[src/rtl/pd_sequence_arbiter_if.sv]
// Request/command bundle between the PMU-side sources and the power-domain
// sequence arbiter. The master side drives requests and APC completions; the
// slave side (the arbiter) returns power commands, confirmed state and status.
interface pd_sequence_arbiter_if #(
  parameter int unsigned NUM_DOM = 4
);

  localparam int unsigned GW = (NUM_DOM > 1) ? $clog2(NUM_DOM) : 1;

  logic               en;       // arbitration enable, blocks new grants only
  logic [NUM_DOM-1:0] req;      // requested power state per domain (1 = on)
  logic [NUM_DOM-1:0] done;     // APC completion per domain
  logic               err_clr;  // clears all sticky error flags
  logic [NUM_DOM-1:0] pwr;      // power command to the APC wrappers
  logic [NUM_DOM-1:0] stat;     // confirmed power state per domain
  logic               busy;     // a transition or settling gap is in progress
  logic [GW-1:0]      grant;    // domain in transition (valid while in TRANS)
  logic [NUM_DOM-1:0] err;      // sticky per-domain timeout flags

  modport master (
    output en, req, done, err_clr,
    input  pwr, stat, busy, grant, err
  );

  modport slave (
    input  en, req, done, err_clr,
    output pwr, stat, busy, grant, err
  );

endinterface

[src/rtl/pd_sequence_arbiter.sv]
// Power-domain sequence arbiter. Serialises power-up/power-down requests so at
// most one domain is in transition at a time, which bounds inrush current.
// Power-downs take priority over power-ups; within a class the winner is picked
// round-robin. Each transition has a timeout that reverts the command and sets a
// sticky error flag, and every transition is followed by a settling gap.
module pd_sequence_arbiter #(
  parameter int unsigned        NUM_DOM = 4,
  parameter int unsigned        GAP_CYC = 8,
  parameter int unsigned        TIMEOUT = 1024,
  parameter logic [NUM_DOM-1:0] RST_PWR = {NUM_DOM{1'b1}}
) (
  input logic                   clk_i,
  input logic                   rst_i,
  pd_sequence_arbiter_if.slave  bus
);

  localparam int unsigned GW   = (NUM_DOM > 1) ? $clog2(NUM_DOM) : 1;
  localparam int unsigned TmrW = (TIMEOUT > 1) ? $clog2(TIMEOUT) : 1;
  localparam int unsigned GapW = (GAP_CYC > 1) ? $clog2(GAP_CYC) : 1;

  typedef enum logic [1:0] {
    StIdle,
    StTrans,
    StGap
  } state_e;

  state_e             state_q, state_d;
  logic [NUM_DOM-1:0] pwr_q, pwr_d;
  logic [NUM_DOM-1:0] stat_q, stat_d;
  logic [NUM_DOM-1:0] err_q, err_d;
  logic [GW-1:0]      grant_q, grant_d;
  logic [GW-1:0]      rr_q, rr_d;
  logic [TmrW-1:0]    timer_q, timer_d;
  logic [GapW-1:0]    gap_q, gap_d;

  logic [NUM_DOM-1:0] pend;
  logic [NUM_DOM-1:0] dn_pend;
  logic [NUM_DOM-1:0] up_pend;
  logic [NUM_DOM-1:0] cand;
  logic [GW-1:0]      scan_idx;
  logic [GW-1:0]      win;
  logic               win_vld;

  // Classify pending domains and pick the round-robin winner of the active class.
  always_comb begin
    pend     = bus.req ^ stat_q;
    dn_pend  = pend & stat_q;
    up_pend  = pend & ~stat_q;
    // Power-downs first: they never add inrush, and they free budget for the ups.
    cand     = (|dn_pend) ? dn_pend : up_pend;
    win      = '0;
    win_vld  = 1'b0;
    scan_idx = '0;
    for (int unsigned i = 0; i < NUM_DOM; i++) begin
      scan_idx = GW'((32'(rr_q) + i) % NUM_DOM);
      if (!win_vld && cand[scan_idx]) begin
        win     = scan_idx;
        win_vld = 1'b1;
      end
    end
  end

  // Next-state and datapath updates for the IDLE/TRANS/GAP sequencer.
  always_comb begin
    state_d = state_q;
    pwr_d   = pwr_q;
    stat_d  = stat_q;
    err_d   = bus.err_clr ? '0 : err_q;
    grant_d = grant_q;
    rr_d    = rr_q;
    timer_d = timer_q;
    gap_d   = gap_q;

    unique case (state_q)
      StIdle: begin
        if (bus.en && win_vld) begin
          pwr_d[win] = ~stat_q[win];
          grant_d    = win;
          timer_d    = '0;
          rr_d       = GW'((32'(win) + 1) % NUM_DOM);
          state_d    = StTrans;
        end
      end

      StTrans: begin
        // Done wins over a coincident timeout.
        if (bus.done[grant_q]) begin
          stat_d[grant_q] = pwr_q[grant_q];
          if (GAP_CYC == 0) begin
            state_d = StIdle;
          end else begin
            state_d = StGap;
            gap_d   = GapW'(GAP_CYC - 1);
          end
        end else if (timer_q == TmrW'(TIMEOUT - 1)) begin
          // Abort: revert the command; the set here overrides a same-cycle clear.
          pwr_d[grant_q] = stat_q[grant_q];
          err_d[grant_q] = 1'b1;
          if (GAP_CYC == 0) begin
            state_d = StIdle;
          end else begin
            state_d = StGap;
            gap_d   = GapW'(GAP_CYC - 1);
          end
        end else begin
          timer_d = timer_q + 1'b1;
        end
      end

      StGap: begin
        if (gap_q == '0) begin
          state_d = StIdle;
        end else begin
          gap_d = gap_q - 1'b1;
        end
      end

      default: begin
        state_d = StIdle;
      end
    endcase
  end

  // State register with synchronous active-high reset.
  always_ff @(posedge clk_i) begin
    if (rst_i) begin
      state_q <= StIdle;
      pwr_q   <= RST_PWR;
      stat_q  <= RST_PWR;
      err_q   <= '0;
      grant_q <= '0;
      rr_q    <= '0;
      timer_q <= '0;
      gap_q   <= '0;
    end else begin
      state_q <= state_d;
      pwr_q   <= pwr_d;
      stat_q  <= stat_d;
      err_q   <= err_d;
      grant_q <= grant_d;
      rr_q    <= rr_d;
      timer_q <= timer_d;
      gap_q   <= gap_d;
    end
  end

  assign bus.pwr   = pwr_q;
  assign bus.stat  = stat_q;
  assign bus.err   = err_q;
  assign bus.grant = grant_q;
  assign bus.busy  = (state_q != StIdle);

endmodule
[src/flat_wrapper.sv]
// flat-port wrapper written by rule: the top's interface ports become plain ports
module pd_sequence_arbiter_flat 
#(
  parameter int unsigned        NUM_DOM = 4,
  parameter int unsigned        GAP_CYC = 8,
  parameter int unsigned        TIMEOUT = 1024,
  parameter logic [NUM_DOM-1:0] RST_PWR = {NUM_DOM{1'b1}}
)
  (clk_i, rst_i, bus_en, bus_req, bus_done, bus_err_clr, bus_pwr, bus_stat, bus_busy, bus_grant, bus_err);
  pd_sequence_arbiter_if #(.NUM_DOM(NUM_DOM)) bus_i ();
  input logic clk_i;
  input logic rst_i;
  input wire logic [$bits(bus_i.en)-1:0] bus_en;
  input wire logic [$bits(bus_i.req)-1:0] bus_req;
  input wire logic [$bits(bus_i.done)-1:0] bus_done;
  input wire logic [$bits(bus_i.err_clr)-1:0] bus_err_clr;
  output wire logic [$bits(bus_i.pwr)-1:0] bus_pwr;
  output wire logic [$bits(bus_i.stat)-1:0] bus_stat;
  output wire logic [$bits(bus_i.busy)-1:0] bus_busy;
  output wire logic [$bits(bus_i.grant)-1:0] bus_grant;
  output wire logic [$bits(bus_i.err)-1:0] bus_err;
  assign bus_i.en = bus_en;
  assign bus_i.req = bus_req;
  assign bus_i.done = bus_done;
  assign bus_i.err_clr = bus_err_clr;
  assign bus_pwr = bus_i.pwr;
  assign bus_stat = bus_i.stat;
  assign bus_busy = bus_i.busy;
  assign bus_grant = bus_i.grant;
  assign bus_err = bus_i.err;
  pd_sequence_arbiter #(.NUM_DOM(NUM_DOM), .GAP_CYC(GAP_CYC), .TIMEOUT(TIMEOUT), .RST_PWR(RST_PWR)) u_core (.clk_i(clk_i), .rst_i(rst_i), .bus(bus_i));
endmodule
[config.mk]
export PLATFORM = sky130hd
export DESIGN_NAME = pd_sequence_arbiter_flat
export DESIGN_NICKNAME = d
export VERILOG_FILES = /design/src/rtl/pd_sequence_arbiter_if.sv /design/src/rtl/pd_sequence_arbiter.sv /design/src/flat_wrapper.sv
export SDC_FILE = /design/constraint.sdc
export NUM_CORES = 1
export LEC_CHECK = 0
export CAP_MARGIN = 20
export CORE_ASPECT_RATIO = 1.4
export CORE_MARGIN = 4
export CORE_UTILIZATION = 55
export CTS_CLUSTER_DIAMETER = 40
export DETAILED_ROUTE_END_ITERATION = 7
export DONT_BUFFER_PORTS = 1
export GPL_ROUTABILITY_DRIVEN = 0
export HOLD_SLACK_MARGIN = 0.15
export PLACE_DENSITY_LB_ADDON = 0.08
export SLEW_MARGIN = 20
export SYNTH_ARGS = -nofsm -noshare
export SYNTH_HDL_FRONTEND = slang
export SYNTH_SLANG_ARGS = --single-unit
[constraint.sdc]
create_clock -name clk_i -period 4.1 [get_ports clk_i]
set_clock_uncertainty 0.2 [all_clocks]
set_input_delay 0.205 -clock clk_i [delete_from_list [all_inputs] [get_ports clk_i]]
set_output_delay 0.205 -clock clk_i [all_outputs]
set_load 0.01 [all_outputs]
==> metrics.cfg <==
[sta]
relSlewSlack = 0.3285
timing.fmax_mhz = 314.7
rsz0062_at_grt = false
worstMarginPinSlew_ns = 1.004
fin_tns_setup_ns = 0
finalCritPeriodShare = 0.7751
setup_viol = 0
drv_slew = 0
period_minus_slack_ns = 3.178
finalHoldViolCount = 0

[detailed_routing]
drc = 0
wl_per_cell_um = 16.12
final_antenna_net_count = 0
vias = 1756
wl_um = 4561
drt_iter0_drc = 109
dr.pass1.iters = 4
vias_per_cell = 6.205

[clocking]
cts_made_buffers = 5
ctsHtreeMaxLevel = 2
path_clk_slew_ns = 0.08
cts_tree = done
clock_sinks = 31
cts_resized = 0
clk_latency_ns = 0.29
clk_path_buf_depth = 2
cts_root_buf = clkbuf_8

[setup_path]
cp_slowest_cell = a2111oi_0
path_buf_inv = 0
cp.required_ns = 4.13
crit_type = register to register
path_max_fanout = 8
path_cells = nor2b_4 -> o41a_1 -> a222oi_1 -> and3_1 -> ha_1 -> nand2_1 -> a2111oi_0 -> a211oi_1 -> mux2i_1
crit_start = u_core.bus.stat[1]
critPathTopFamily = compound AO/OA/AOI/OAI gates
cpPeakStageDelay_ns = 0.55
startpoint_type = register
worst_ep_arrival_time_ns = 3.21
critPathCaptureType = register
r2r-start = u_core.bus.stat[1]

[logic_synthesis]
ys_types = 47
yosysMostFrequentCell = nor2_1
synth-seq-area-share = 0.3175
ys.flop_type = dfxtp_1
syn_nets = 257
netlist.area_leader.share = 0.3175
yosys_warnings = 0
yosys.area.top_type = dfxtp_1
synth_common_cells = 40 x nor2_1, 31 x dfxtp_1, 20 x a21oi_1
syn_area_per_cell_um2 = 8.212
yosys_register_bits = 31
synth_area_leaders = dfxtp_1 32%, nor2_1 7.7%, a21oi_1 5.1%, ha_1 4.5%, mux2i_1 4.1%
ys_async_sr_fraction = 0
syn-cell-area_mm2 = 0.001954
syn_inst = 238
synth_edf_count = 0

[global_routing]
grt_pass1_vias = 1791
grt_pass1_wl_um = 7776
grt_usage = 0.2157
grt_antenna_before_repair = 0
grt_max_degree = 30
overflow = 0

[min_path]
min_from = bus_done[2]
hold_path_class = primary input to register

[cells_and_area]
drive_gt1_frac = 0.08642
area_growth_pct = 8.451
antenna-diode-count = 0
fin_area_mm2 = 0.002120
layoutNonFillerInstCount = 283
seq_area_um2 = 620.6
finalNetCount = 261
multiInputGateArea_mm2 = 0.001255
fillers = 314

[pwr]
finalPower_uw = 791.2
cellPowerDensity_mw_per_mm2 = 373.3
p_comb_frac = 0.222
switchingPower_uw = 250.6
intPower_uw = 540.6
leakage_nw = 0.7971
seqPwrFrac = 0.434
p_clk_frac = 0.344
p_sw_frac = 0.3167
ir_worst_vdd_mv = 0.2683

[die]
rows = 25
die_x_um = 58.38
die_y_um = 78.53
die_area_mm2 = 0.004585
coreArea_mm2 = 0.003410
io_pins = 27
start_util = 0.5732

[placement]
dp.final_hpwl_um = 3467
place_area_mm2 = 0.001966
numPortBuffers = 0
placedCellCount = 270

[flow_run]
cap_viol_max_count = 0

[status]
status = completed

through the flow:
stage          hold WS (ns)  worst slack, ns  utilization
2_1_floorplan        0.2177            1.412            -
3_3_place_gp        0.08154            1.077       0.5765
3_5_place_dp        0.08320            1.027       0.5765
4_1_cts              0.1519            1.011       0.6217
5_1_grt              0.2056           0.8021       0.6217
6_report             0.1597           0.9219       0.6217
worst register-to-register path, cell delays in order, from the launching register on:
cell and delay [ns]:
dfxtp_1 0.43, nor2b_4 0.20, o41a_1 0.46, a222oi_1 0.34
and3_1 0.41, ha_1 0.21, nand2_1 0.09, a2111oi_0 0.55
a211oi_1 0.10, mux2i_1 0.14
flip-flops by register name, indices dropped and copies added, names as in the netlist:
| name | cells |
|---|---|
| u_core.timer_q | 10 |
| u_core.bus.err | 4 |
| u_core.bus.pwr | 4 |
| u_core.rr_q | 2 |
| u_core.gap_q | 3 |
| u_core.state_q | 2 |
| u_core.bus.grant | 2 |
| u_core.bus.stat | 4 |
final timing paths:
kind	endpoint	slack, ns	cells after the start
max	u_core.bus.pwr[1]	0.92	9
min	u_core.bus.err[0]	0.16	5
min reg2reg	u_core.gap_q[2]	0.32	2
max reg2reg	u_core.bus.pwr[1]	0.92	9
logic make-up (layout without fill, tap and decap cells):
logic type,after synthesis,after routing,synth area share
and+or+nand+nor,112,112,0.2964
AOI/OAI and AO/OA,54,54,0.2100
DFF,31,31,0.3175
buffers and inverters,18,23,0.04033
muxes,10,10,0.06402
adders and majority gates,7,7,0.04481
xor gates and xnor gates,6,6,0.02689
final cells by class:
cell class                      count  area share
Inverter                           10     0.01889
Timing Repair Buffer                5     0.02361
Sequential cell                    31      0.2928
Clock buffer                        7     0.04545
Tap cell                           40     0.02361
Multi-Input combinational cell    189      0.5921
Clock inverter                      1    0.003542
placed cells by master, fill, tap and decap left out, types with 5 or more instances in the layout:
cell / count
nor2_1: 40
xnor2_1: 6
nor2b_1: 7
nand3_1: 6
clkbuf_8: 7
nor3_1: 13
a211oi_1: 6
nand2b_1: 11
dlygate4sd3_1: 5
mux2i_1: 8
ha_1: 7
nand2_1: 14
a21oi_1: 20
dfxtp_1: 31
inv_1: 9
routing by layer:
layer	vias to the layer above	track usage	wire length [µm]
met5	-	0	0
met4	0	0.09977	102
met3	11	0.04605	161
met2	31	0.3826	2484
met1	850	0.2365	1812
li1	864	-	-
power by group through the flow:
stage	combinational, mW	sequential (mW)	clock (mW)
5_1_grt	0.197	0.348	0.293
6_report	0.175	0.344	0.272
2_1_floorplan	0.148	0.342	0
3_3_place_gp	0.161	0.350	0
4_1_cts	0.176	0.344	0.279
3_5_place_dp	0.168	0.351	0
timing repair:
| item | 4_1_cts | 5_1_grt |
|---|---|---|
| hold buffers | 5 | 0 |
| buffers inserted | 0 | 0 |
| hold endpoints to repair | 31 | 0 |
| setup endpoints to repair | 0 | 0 |
Power figures use the tool's default switching activity.
